<file path="src/rtl/alu_pkg.sv">
// Shared ALU control codes, R-type funct encodings and multiply/divide sequencer states.
// The divide encodings are only decoded when ALU_DIV_EN is defined.
package alu_pkg;

    typedef logic [3:0] ctrl_code_t;

    localparam ctrl_code_t CTRL_AND  = 4'd0;
    localparam ctrl_code_t CTRL_OR   = 4'd1;
    localparam ctrl_code_t CTRL_ADD  = 4'd2;
    localparam ctrl_code_t CTRL_NOP  = 4'd3;
    localparam ctrl_code_t CTRL_NOR  = 4'd4;
    localparam ctrl_code_t CTRL_XOR  = 4'd5;
    localparam ctrl_code_t CTRL_SUB  = 4'd6;
    localparam ctrl_code_t CTRL_SLT  = 4'd7;
    localparam ctrl_code_t CTRL_SLTU = 4'd8;
    localparam ctrl_code_t CTRL_SLL  = 4'd9;
    localparam ctrl_code_t CTRL_SRL  = 4'd10;
    localparam ctrl_code_t CTRL_SRA  = 4'd11;
    localparam ctrl_code_t CTRL_MFHI = 4'd12;
    localparam ctrl_code_t CTRL_MFLO = 4'd13;
    localparam ctrl_code_t CTRL_MDU  = 4'd14;

    localparam logic [1:0] OP_ADD   = 2'b00;
    localparam logic [1:0] OP_SUB   = 2'b01;
    localparam logic [1:0] OP_FUNCT = 2'b10;
    localparam logic [1:0] OP_NOP   = 2'b11;

    localparam logic [5:0] FN_SLL   = 6'b000000;
    localparam logic [5:0] FN_SRL   = 6'b000010;
    localparam logic [5:0] FN_SRA   = 6'b000011;
    localparam logic [5:0] FN_MFHI  = 6'b010000;
    localparam logic [5:0] FN_MFLO  = 6'b010010;
    localparam logic [5:0] FN_MULT  = 6'b011000;
    localparam logic [5:0] FN_MULTU = 6'b011001;
    localparam logic [5:0] FN_DIV   = 6'b011010;
    localparam logic [5:0] FN_DIVU  = 6'b011011;
    localparam logic [5:0] FN_ADD   = 6'b100000;
    localparam logic [5:0] FN_ADDU  = 6'b100001;
    localparam logic [5:0] FN_SUB   = 6'b100010;
    localparam logic [5:0] FN_SUBU  = 6'b100011;
    localparam logic [5:0] FN_AND   = 6'b100100;
    localparam logic [5:0] FN_OR    = 6'b100101;
    localparam logic [5:0] FN_XOR   = 6'b100110;
    localparam logic [5:0] FN_NOR   = 6'b100111;
    localparam logic [5:0] FN_SLT   = 6'b101010;
    localparam logic [5:0] FN_SLTU  = 6'b101011;

    localparam logic [1:0] ST_IDLE = 2'd0;
    localparam logic [1:0] ST_RUN  = 2'd1;
    localparam logic [1:0] ST_DONE = 2'd2;

endpackage

</file>
<file path="src/rtl/alu_muldiv_seq.sv">
// Iterative one-bit-per-cycle multiply/divide sequencer writing the HI/LO registers.
// The restoring divider is only built when ALU_DIV_EN is defined.
module alu_muldiv_seq
    import alu_pkg::*;
#(
    parameter int WIDTH = 32
) (
    input  logic             clk,
    input  logic             rst,
    input  logic             start,
    input  logic             op_unsigned,
    input  logic             op_div,
    input  logic [WIDTH-1:0] opa,
    input  logic [WIDTH-1:0] opb,
    output logic             busy,
    output logic             done,
    output logic [WIDTH-1:0] hi,
    output logic [WIDTH-1:0] lo
);

    localparam int CNT_W = $clog2(WIDTH + 1);

    logic [1:0]         state;
    logic [CNT_W-1:0]   cnt;
    logic [WIDTH-1:0]   acc_hi;
    logic [WIDTH-1:0]   acc_lo;
    logic [WIDTH-1:0]   mag_b;
    logic               neg_res;
    logic [WIDTH:0]     mul_sum;
    logic [2*WIDTH-1:0] prod;
    logic [2*WIDTH-1:0] prod_fix;

    function automatic logic [WIDTH-1:0] magnitude(input logic [WIDTH-1:0] v, input logic is_signed);
        return (is_signed && v[WIDTH-1]) ? -v : v;
    endfunction

    assign busy = (state == ST_RUN);
    assign done = (state == ST_DONE);

    assign mul_sum  = {1'b0, acc_hi} + (acc_lo[0] ? {1'b0, mag_b} : '0);
    assign prod     = {acc_hi, acc_lo};
    assign prod_fix = neg_res ? -prod : prod;

`ifdef ALU_DIV_EN
    logic               is_div;
    logic               div_zero;
    logic               neg_rem;
    logic [WIDTH-1:0]   raw_a;
    logic [WIDTH:0]     div_shift;
    logic [WIDTH-1:0]   div_diff;
    logic               div_ge;
    logic [WIDTH-1:0]   quo_fix;
    logic [WIDTH-1:0]   rem_fix;

    // Remainder is kept below the divisor, so the trial difference always fits WIDTH bits.
    assign div_shift = {acc_hi, acc_lo[WIDTH-1]};
    assign div_ge    = (div_shift >= {1'b0, mag_b});
    assign div_diff  = div_shift[WIDTH-1:0] - mag_b;
    assign quo_fix   = neg_res ? -acc_lo : acc_lo;
    assign rem_fix   = neg_rem ? -acc_hi : acc_hi;
`else
    logic unused_div;
    assign unused_div = op_div;
`endif

    always_ff @(posedge clk) begin
        if (state == ST_IDLE && start) begin
            acc_hi  <= '0;
            acc_lo  <= magnitude(opa, ~op_unsigned);
            mag_b   <= magnitude(opb, ~op_unsigned);
            neg_res <= ~op_unsigned & (opa[WIDTH-1] ^ opb[WIDTH-1]);
`ifdef ALU_DIV_EN
            is_div   <= op_div;
            div_zero <= (opb == '0);
            neg_rem  <= ~op_unsigned & opa[WIDTH-1];
            raw_a    <= opa;
`endif
        end else if (state == ST_RUN && cnt != CNT_W'(WIDTH)) begin
`ifdef ALU_DIV_EN
            if (is_div) begin
                acc_hi <= div_ge ? div_diff : div_shift[WIDTH-1:0];
                acc_lo <= {acc_lo[WIDTH-2:0], div_ge};
            end else
`endif
            begin
                acc_hi <= mul_sum[WIDTH:1];
                acc_lo <= {mul_sum[0], acc_lo[WIDTH-1:1]};
            end
        end
    end

    // The extra RUN cycle after the last iteration applies sign correction on the DONE write.
    always_ff @(posedge clk or posedge rst) begin
        if (rst) begin
            state <= ST_IDLE;
            cnt   <= '0;
            hi    <= '0;
            lo    <= '0;
        end else begin
            case (state)
                ST_IDLE: begin
                    if (start) begin
                        state <= ST_RUN;
                        cnt   <= '0;
                    end
                end
                ST_RUN: begin
                    if (cnt == CNT_W'(WIDTH)) begin
                        state <= ST_DONE;
`ifdef ALU_DIV_EN
                        if (is_div) begin
                            if (div_zero) begin
                                hi <= raw_a;
                                lo <= '1;
                            end else begin
                                hi <= rem_fix;
                                lo <= quo_fix;
                            end
                        end else
`endif
                        begin
                            hi <= prod_fix[2*WIDTH-1:WIDTH];
                            lo <= prod_fix[WIDTH-1:0];
                        end
                    end else begin
                        cnt <= cnt + CNT_W'(1);
                    end
                end
                ST_DONE: state <= ST_IDLE;
                default: state <= ST_IDLE;
            endcase
        end
    end

endmodule

</file>
<file path="src/rtl/alu_ctrl_unit.sv">
// ALU control decoder with an iterative multiply/divide unit and HI/LO registers.
// Define ALU_DIV_EN to decode DIV/DIVU and build the divider.
module alu_ctrl_unit
    import alu_pkg::*;
#(
    parameter int WIDTH  = 32,
    parameter int CTRL_W = 4
) (
    input  logic              i_clk,
    input  logic              i_rst,
    input  logic [1:0]        i_aluop,
    input  logic [5:0]        i_funct,
    input  logic              i_start,
    input  logic [WIDTH-1:0]  i_opa,
    input  logic [WIDTH-1:0]  i_opb,
    output logic [CTRL_W-1:0] o_aluctrl,
    output logic              o_busy,
    output logic              o_done,
    output logic [WIDTH-1:0]  o_hi,
    output logic [WIDTH-1:0]  o_lo
);

    ctrl_code_t funct_code;
    ctrl_code_t code;
    logic       launch;

    always_comb begin
        funct_code = CTRL_NOP;
        case (i_funct)
            FN_ADD, FN_ADDU:   funct_code = CTRL_ADD;
            FN_SUB, FN_SUBU:   funct_code = CTRL_SUB;
            FN_AND:            funct_code = CTRL_AND;
            FN_OR:             funct_code = CTRL_OR;
            FN_XOR:            funct_code = CTRL_XOR;
            FN_NOR:            funct_code = CTRL_NOR;
            FN_SLT:            funct_code = CTRL_SLT;
            FN_SLTU:           funct_code = CTRL_SLTU;
            FN_SLL:            funct_code = CTRL_SLL;
            FN_SRL:            funct_code = CTRL_SRL;
            FN_SRA:            funct_code = CTRL_SRA;
            FN_MFHI:           funct_code = CTRL_MFHI;
            FN_MFLO:           funct_code = CTRL_MFLO;
            FN_MULT, FN_MULTU: funct_code = CTRL_MDU;
`ifdef ALU_DIV_EN
            FN_DIV, FN_DIVU:   funct_code = CTRL_MDU;
`endif
            default:           funct_code = CTRL_NOP;
        endcase
    end

    always_comb begin
        code = CTRL_NOP;
        case (i_aluop)
            OP_ADD:   code = CTRL_ADD;
            OP_SUB:   code = CTRL_SUB;
            OP_FUNCT: code = funct_code;
            default:  code = CTRL_NOP;
        endcase
    end

    assign o_aluctrl = CTRL_W'(code);
    assign launch    = i_start && (i_aluop == OP_FUNCT) && (code == CTRL_MDU);

    alu_muldiv_seq #(
        .WIDTH(WIDTH)
    ) u_seq (
        .clk         (i_clk),
        .rst         (i_rst),
        .start       (launch),
        .op_unsigned (i_funct[0]),
        .op_div      (i_funct[1]),
        .opa         (i_opa),
        .opb         (i_opb),
        .busy        (o_busy),
        .done        (o_done),
        .hi          (o_hi),
        .lo          (o_lo)
    );

endmodule

</file>
<file path="config.mk">
export PLATFORM = sky130hd
export DESIGN_NAME = alu_ctrl_unit
export DESIGN_NICKNAME = d
export VERILOG_FILES = /design/src/rtl/alu_pkg.sv /design/src/rtl/alu_muldiv_seq.sv /design/src/rtl/alu_ctrl_unit.sv
export SDC_FILE = /design/constraint.sdc
export NUM_CORES = 1
export LEC_CHECK = 0
export CAP_MARGIN = 10
export CELL_PAD_IN_SITES_DETAIL_PLACEMENT = 1
export CELL_PAD_IN_SITES_GLOBAL_PLACEMENT = 2
export CORE_ASPECT_RATIO = 1.25
export CORE_UTILIZATION = 42
export CTS_CLUSTER_DIAMETER = 80
export CTS_CLUSTER_SIZE = 8
export DETAILED_ROUTE_END_ITERATION = 7
export DONT_BUFFER_PORTS = 1
export PLACE_DENSITY = 0.94
export RECOVER_POWER = 25
export SYNTH_ARGS = -nofsm -noshare
export SYNTH_HDL_FRONTEND = slang
export SYNTH_SLANG_ARGS = --single-unit
</file>
<file path="constraint.sdc">
create_clock -name i_clk -period 8.4 [get_ports i_clk]
set_input_delay 2.52 -clock i_clk [delete_from_list [all_inputs] [get_ports i_clk]]
set_output_delay 2.52 -clock i_clk [all_outputs]
set_load 0.02 [all_outputs]
</file>
======== Yosys cells after proc, flatten, opt, wreduce, memory -nomap -nowiden ========
Memories as Yosys holds them, arrays and structs flattened.
Cells that the tools add are included.
word-level totals
  register bits after elaboration ......... 169
  ROM bits ................................ 256
  logic and storage cells ................. 53
  memories kept ........................... 1
memories
  name              words  bits a word  read ports  clocked after Yosys merged registers in  wr ports  line                 source
  (name not given)  64     4            1           0                                        0         alu_ctrl_unit.sv:29  case (i_funct)
cells by class
  $add $sub $neg .......................... 5
  eq/ne operators ......................... 10
  mux-type cells .......................... 13
  bitwise gates (word level) .............. 3
  reduce and logical (&&, ||, !) cells .... 13
operators by type and width
  cell                                                                     number
  32-bit 2-to-1 mux                                                        5
  64-bit 2-to-1 mux                                                        1
  32-bit negation                                                          2
  64-bit negation                                                          1
  32-bit by 33-bit adder with 33-bit output                                1
  6-bit 2-to-1 mux                                                         2
  4-bit one-hot mux with 3 select lines                                    1
  6-bit one-hot mux with 2 select lines                                    1
  6-bit by 1-bit adder with 6-bit output, second input constant            1
  6-bit equality test, second input constant                               1
  1-bit logical AND                                                        6
  6-bit inequality test, second input constant                             1
  2-bit by 1-bit equality test with 1-bit output, second input constant    2
  2-bit equality test, second input constant                               2
  4-bit equality test, second input constant                               1
  2-bit zero test                                                          2
  2-bit 2-to-1 mux                                                         2
  2-bit by 1-bit inequality test with 1-bit output, second input constant  2
  2-bit one-hot mux with 2 select lines                                    1
  2-bit AND reduction                                                      2
  2-bit nonzero test                                                       2
  3-bit AND reduction                                                      1
  2-bit inequality test, second input constant                             1
  1-bit bitwise AND                                                        1
  other kinds (2)                                                          2

======== Depth between registers and ports, before layout ========
Gate-level depths: netlist of the first run.
  depth after elaboration ................. 6
  gate-level depth with buffers ........... 13

======== Cells and area by module ========
Synthesis of the first run repeated with hierarchy kept, for this count alone.
second synthesis, totals
  cell total of the unflattened synthesis .. 1249
  area total of the unflattened synthesis .. 10939.2 um^2
modules (own cells, without submodules)
  module          times used  cells an instance  area each (um^2)
  alu_muldiv_seq  1           1213               10656.5
  alu_ctrl_unit   1           36                 282.8

======== Least setup slack after synthesis of the first run ========
Ideal clock, no wire load.
  kind .................................... input port to flip-flop
  from .................................... input port i_funct[3]
  to ...................................... register u_seq.acc_lo[31], data pin
  arrival ................................. 6971 ps
  required time ........................... 8252 ps
  path slack .............................. 1281 ps
  stages on the path ...................... 8
  path through ............................ clkbuf_1 -> nand3_1 -> or2_2 -> a221oi_1 -> nand2_1 -> nor3b_1 -> o211ai_1 -> nand2_1
on the way
  longest elaborated chain between the ends .. 6
RTL lines
  what                                   line                  source
  start: declaration                     alu_ctrl_unit.sv:12   input logic [5:0] i_funct,
  memory 64 x 4 bit                      --
  4-bit one-hot mux with 3 select lines  alu_ctrl_unit.sv:53   case (i_aluop)
  via o_aluctrl[3]                       alu_ctrl_unit.sv:16   output logic [CTRL_W-1:0] o_aluctrl,
  4-bit equality test                    alu_ctrl_unit.sv:62   assign launch = i_start && (i_aluop == OP_FUNCT) && (code == CTRL_MDU);
  1-bit logical AND                      alu_ctrl_unit.sv:62
  1-bit logical AND                      alu_muldiv_seq.sv:67  if (state == ST_IDLE && start) begin
  32-bit 2-to-1 mux                      alu_muldiv_seq.sv:67
  end signal: assignment                 alu_muldiv_seq.sv:69  acc_lo <= magnitude(opa, ~op_unsigned);
  end signal: assignment                 alu_muldiv_seq.sv:87  acc_lo <= {mul_sum[0], acc_lo[WIDTH-1:1]};
  end: declaration                       alu_muldiv_seq.sv:26  logic [WIDTH-1:0] acc_lo;
The timed path passes the listed nets, and every way through them passes these cells.
A chain may end at the register's enable or synchronous reset.

======== Worst setup path in the final report of the first run ========
  from .................................... input port i_funct[0]
  to ...................................... output port o_aluctrl[3]
on the way
  longest elaborated chain between the ends .. 2
RTL lines
  what                                   line
  memory 64 x 4 bit                      --
  4-bit one-hot mux with 3 select lines  alu_ctrl_unit.sv:53
  end: declaration                       alu_ctrl_unit.sv:16
Every way passes these cells.

==> results of run 1 <==
==> state kept, by name, indices dropped and copies added, names as in the netlist <==
signal,cells
u_seq.neg_res,1
u_seq.mag_b,32
u_seq.hi,32
u_seq.cnt,6
u_seq.acc_hi,32
u_seq.state,2
u_seq.acc_lo,32
u_seq.lo,32
==> power breakdown <==
part           total, mW  switching (mW)  internal [mW]
sequential          1.56           0.439           1.12
clock              0.810           0.402          0.409
combinational       1.23           0.734          0.496
==> stage by stage <==
| stage | setup WS [ns] | power [mW] |
|---|---|---|
| floorplan | 1.281 | 2.364 |
| global placement | 2.019 | 2.733 |
| detailed placement | 2.002 | 2.789 |
| CTS | 1.998 | 3.610 |
| global route | 1.914 | 3.839 |
| finish | 1.994 | 3.598 |
==> worst max-delay path: stages <==
cell and delay, ns:
ha_1 0.14, nand3_1 0.09, or2_2 0.28, a221oi_1 0.86
==> kinds of logic after synthesis <==
logic type                 count (synthesis)  share of synthesized area, %
xor gates and xnor gates                 140                         11.21
and+or+nand+nor                          472                         20.97
DFF                                      169                         40.18
buffers and inverters                     90                         3.386
muxes                                      8                        0.7665
AOI/OAI and AO/OA                        345                         18.61
adders and majority gates                 42                         4.874
==> Yosys cell counts (4+ instances only) <==
cell type / instances
o21ai_0: 153
a211oi_1: 6
nand3_1: 34
ha_1: 41
a21o_1: 9
nand3b_1: 4
or2_2: 5
and2_1: 37
mux2i_1: 5
a21boi_0: 4
dfrtp_1: 72
clkbuf_1: 46
inv_1: 33
nor2b_1: 12
a31oi_1: 13
edfxtp_1: 65
o211ai_1: 12
or4_1: 12
o21a_1: 5
dfxtp_1: 32
buf_6: 4
o41ai_1: 13
nand4_1: 4
xnor2_1: 49
nand2b_1: 11
xor2_1: 91
nor3b_1: 7
nand2_1: 182
nor3_1: 31
o31ai_1: 29
a21oi_1: 76
and3_1: 10
buf_1: 5
nor4_1: 12
nor2_1: 84
or3_1: 13
==> cell type report <==
cell class	count	area, um2	share of cell area, %
Sequential cell	169	4394	37.22
Tap cell	335	419.2	3.550
Clock buffer	17	425.4	3.603
Inverter	33	123.9	1.049
Multi-Input combinational cell	1007	6182	52.36
Clock inverter	15	191.4	1.621
Timing Repair Buffer	9	71.32	0.6040
==> how the worst min path moves through the flow <==
stage,from,to,depth (start not counted)
finish,u_seq.cnt[0],u_seq.cnt[0],1
global placement,u_seq.cnt[5],u_seq.cnt[5],2
detailed placement,u_seq.cnt[5],u_seq.cnt[5],2
CTS,u_seq.cnt[0],u_seq.cnt[0],1
floorplan,u_seq.acc_hi[18],u_seq.acc_hi[18],2
global route,u_seq.acc_hi[5],u_seq.acc_hi[5],2
==> layer usage <==
metal | vias to the layer above | GRT usage (%) | wire, um
met5 | - | 0 | 0
met4 | 0 | 8.542 | 783
met3 | 43 | 3.475 | 1137
met2 | 177 | 44.11 | 16260
met1 | 4526 | 27.42 | 12840
li1 | 4468 | - | -
==> results by group, run 1 <==
Routing
  – Drt initial violations: between 300 and 400
  – Routed wire length: around 31000 um
  – Vias: ~9200
  – First-pass iteration count of the detailed router: 4
  – Via density: 5.813
  – DR WL/cell: around 20 um
  – DRC Markers: 0
  – Routed Antenna Nets: 0

Power
  – VDD IR max: about 0.00015 V
  – Pwr dens: 304.7 nW/um2
  – Pleak: approximately 4.7 nW

Worst setup path
  – R2R Setup Slk: 3.64 ns
  – Kind of critical path: input port to output pin
  – Cell count of the worst reg-to-reg path: 10
  – Worst setup path startpoint: i_funct[0]
  – FF-to-FF Start: u_seq.cnt[0]
  – Worst R2R End: u_seq.hi[29]
  – Worst path required time: roughly 5.9 ns
  – Crit path to: o_aluctrl[3]
  – Critical Path AT: 3.89 ns
  – CP Launch Type: input port
  – Endpoint class of the critical path: output pin
  – Critical Path Fanout Max: 9

Outcome
  – Status: finished with violations
  – Failing checks: capacitance limit, slew limit

Timing
  – Fin. max-slew vios: a little over 200
  – Unrepaired setup endpoints after global routing: no
  – Layout Skew: between 0.01 and 0.015 ns
  – Max Freq: 156.1 MHz
  – TNS Setup: 0 ns
  – Tcrit/Tclk final: 76.26%
  – Fin. Hold Viols: 0
  – Final setup viols: 0
  – Tightest Pin Transition: roughly 4 ns
  – Tmin final: roughly 6.4 ns
  – Final hold slack: between 0.5 and 0.6 ns
  – Rel. slew slack: -166.7%

Place
  – Port-buffer cells: 0
  – DP Wirelength: approximately 24000 um
  – Placed Instances: around 1600
  – Placed Area: 11190 um2
  – RD Place Congestion: roughly 0.9

Clock tree
  – Clk root buf: clkbuf_16
  – TritonCTS clock tree: built
  – # hold bufs at CTS: 0
  – H-tree depth: 4
  – CTS clk-pin slew, worst paths: about 0.080 ns
  – Resize count post-CTS: 0
  – Worst-Skew Late Latency: 0.44 ns
  – Num CTS Buffers: 17
  – Post-CTS Repair Setup Buffers: 0
  – Clock tree buffer depth: 2
  – CTS Sinks: approximately 170

Layout
  – Fin nets: roughly 1400
  – Share of cells above drive strength 1: 4.880%
  – Diodes inserted: 0
  – Finished Cell Area: 11810 um2
  – Most frequent cells in the layout: nand2_1, o21ai_0, xor2_1
  – Fillers: ~3000
  – Fin cells: approximately 1600
  – Utilization after layout: between 40% and 50%
  – Most common cell after layout, fill and taps aside: nand2_1
  – Area Growth Syn to Fin: 7.963%

Hold path
  – Min-delay worst type: flip-flop to flip-flop

Synth
  – Yosys cell types: just under 70
  – Top post-synthesis cells by area: edfxtp_1, dfrtp_1, xor2_1, o21ai_0, nand2_1
  – Ys flop type: dfrtp_1
  – Async SR Flop Fraction: ~43%
  – Post-synth top area cell: edfxtp_1
  – Flip-flop and latch count after synthesis: 169
  – Syn. warnings: 0
  – Post-synth EDFFs: 65
  – Top-area cell type share of the netlist area: between 15 and 20%
  – Synth Net Count: roughly 1400
  – Sequential share of the synthesized area: about two fifths
  – Synth Cell Area: ~11000 um2
  – Gate Count Post-Synth: 1266
  – Avg Cell Area, Syn: approximately 8.6 um2

Die
  – Initial core utilization: between 40 and 50%
  – Ports: around 150
  – Die Wd: 146.3 um
  – Die Y: 182.4 um
  – Row count: 65
  – Core area: around 25000 um2
  – Die area: ~27000 um2

GRT
  – GR Util All Layers: approximately a quarter
  – Pin count of the biggest net entering global routing: 129
  – Vias in the first global route: about 9600
  – Initial antenna violation count: 1
  – First-pass GRT wire length: roughly 50000 um
  – GRT overflow: 0

Flow run
  – Number of max-cap violations: 2
Note: power is estimated with default switching activity, not from simulation.
==> run 2, diff against run 1 <==
- CORE_UTILIZATION: 42 -> 39
- PLACE_DENSITY: 0.94 -> 0.89
- clock period: 8.4 -> 6.5 ns (I/O delays scaled with it)
==> run 2 against run 1 <==
  * Sequential power up 30%
  * Setup slack worse by 0.74 ns
  * Clock skew down 0.0061 ns
  * Total power up 29%
  * Sequential cell count unchanged
  * Critical endpoint unchanged
  * The flow still finishes with violations (capacitance limit, slew limit)
==> results by group, run 2 (synthesis results as in run 1) <==
Outcome
  – Status: finished with violations
  – Failing checks: capacitance limit, slew limit

Timing
  – Tightest Pin Transition: around 3.5 ns
  – Max Freq: between 150 and 200 MHz
  – Final setup viols: 0
  – Fin. max-slew vios: 129
  – Fin. Hold Viols: 0
  – Rel. slew slack: -131.7%
  – TNS Setup: 0 ns
  – Final WS setup: roughly 1.3 ns
  – Unrepaired setup endpoints after global routing: no
  – Final hold slack: between 0.5 and 0.6 ns
  – Tmin final: roughly 5.2 ns
  – Layout Skew: around 0.009 ns
  – Tcrit/Tclk final: about four fifths

Worst setup path
  – Endpoint class of the critical path: output pin
  – R2R Setup Slk: 1.71 ns
  – Highest cell delay on the worst timing path: roughly 0.84 ns
  – Critical Path Fanout Max: 9
  – Worst R2R End: u_seq.hi[29]
  – Slowest CP cell: a221oi_1
  – Worst path required time: between 4 and 5 ns
  – Cells along the critical path: ha_1 -> nand3_1 -> or2_2 -> a221oi_1
  – Kind of critical path: input port to output pin
  – CP Launch Type: input port
  – Cell count of the worst reg-to-reg path: 10
  – FF-to-FF Start: u_seq.cnt[0]
  – Critical Path AT: between 3 and 4 ns

Layout
  – Fin nets: 1353
  – Most common cell after layout, fill and taps aside: nand2_1
  – Share of cells above drive strength 1: 4.964%
  – Finished Cell Area: roughly 12000 um2
  – Most frequent cells in the layout: nand2_1, o21ai_0, xor2_1
  – Utilization after layout: about 43%
  – Register Area: ~4400 um2
  – Fillers: 3273
  – Diodes inserted: 0
  – Area of the multi-input gates: just over 6000 um2
  – Fin cells: about 1600
  – Area Growth Syn to Fin: 7.859%

Power
  – Pwr dens: between 300 and 400 nW/um2
  – Clock power frac: 22.1%
  – Reg power frac: between 40% and 50%
  – Switching share of power: between 40% and 50%
  – Pint: approximately 2.7 mW
  – Switch Pwr: a little under 2 mW
  – VDD IR max: between 0.00015 and 0.0002 V
  – Final Power: 4.625 mW
  – Logic pwr share: between 30% and 40%
  – Pleak: ~4.7 nW

Clock tree
  – Worst-Skew Late Latency: 0.44 ns
  – CTS Sinks: 169
  – # hold bufs at CTS: 0
  – CTS clk-pin slew, worst paths: about 0.060 ns
  – TritonCTS clock tree: built
  – Clock tree buffer depth: 2
  – Resize count post-CTS: 0
  – Clk root buf: clkbuf_16
  – H-tree depth: 4
  – Num CTS Buffers: 17
  – Post-CTS Repair Setup Buffers: 0

Die
  – Die Y: approximately 190 um
  – Initial core utilization: between 30% and 40%
  – Die Wd: 151.8 um
  – Row count: slightly below 70
  – Ports: between 100 and 150
  – Core area: about 28000 um2
  – Die area: 28720 um2

Place
  – Placed Area: 11210 um2
  – Worst slack at placement: ~1.3 ns
  – Placed Instances: ~1600
  – Port-buffer cells: 0
  – RD Place Congestion: 0.8383
  – DP Wirelength: around 24000 um

Hold path
  – Min-delay worst type: flip-flop to flip-flop
  – WHS Path Cells: 1
  – Worst hold path endpoint: u_seq.cnt[0]
  – Hold Path Origin: u_seq.cnt[0]

GRT
  – Most used routing layer: met2
  – Vias in the first global route: slightly above 9000
  – First-pass GRT wire length: 48840 um
  – Initial antenna violation count: 0
  – GR Util All Layers: ~22%
  – GRT overflow: 0
  – Met2 Use GR: approximately 39%
  – Pin count of the biggest net entering global routing: 129
  – Grt met1 use: around 25%
  – Global Route met3 Usage: roughly 4.2%

Routing
  – Vias: between 9000 and 10000
  – Routed wire length: slightly above 30000 um
  – Routed Antenna Nets: 0
  – DRC Markers: 0
  – Drt initial violations: slightly below 400
  – DR WL/cell: 19.29 um
  – First-pass iteration count of the detailed router: 4
  – Via density: roughly 5.6

Flow run
  – Number of max-cap violations: 1
==> run 2: critical path, delay by kind of cell <==
family                   cells  cell delay (ns)
AND/OR/NAND/NOR              2             0.37
adder cells (fa/ha/maj)      1             0.14
AO/OA/AOI/OAI                1             0.84
==> run 2: final cells by class <==
class	instances	share of cell area, %
clock buffers	20	4.052
clock inverters	12	0.9546
inverters	33	1.061
multi-input cells	1007	52.46
flip-flops and latches	169	37.25
well taps	350	3.712
repair buffers	8	0.5091
==> run 2: layer usage <==
metal / share of wire [%] / vias up
met5: 0 / -
met4: 4.2 / 0
met3: 4.3 / 57
met2: 50 / 154
met1: 42 / 4347
li1: - / 4460
==> run 2: power by group through the flow <==
stage | Sequential (mW) | Clock [mW] | Combinational [mW]
floorplan | 1.82 | 0 | 1.24
global placement | 2.04 | 0 | 1.50
global route | 2.08 | 1.07 | 1.78
detailed placement | 2.05 | 0 | 1.56
finish | 2.03 | 1.02 | 1.57
CTS | 2.03 | 1.04 | 1.58
==> run 2: worst max path at each step <==
stage,to,startpoint,depth (start not counted),slack [ns]
after floorplan,u_seq.acc_lo[31],i_funct[3],8,1.15
after global placement,o_aluctrl[3],i_funct[0],4,1.27
after detailed placement,o_aluctrl[3],i_funct[0],4,1.26
after CTS,o_aluctrl[3],i_funct[0],4,1.26
after global routing,u_seq.hi[29],u_seq.cnt[0],10,0.91
final,o_aluctrl[3],i_funct[0],4,1.26
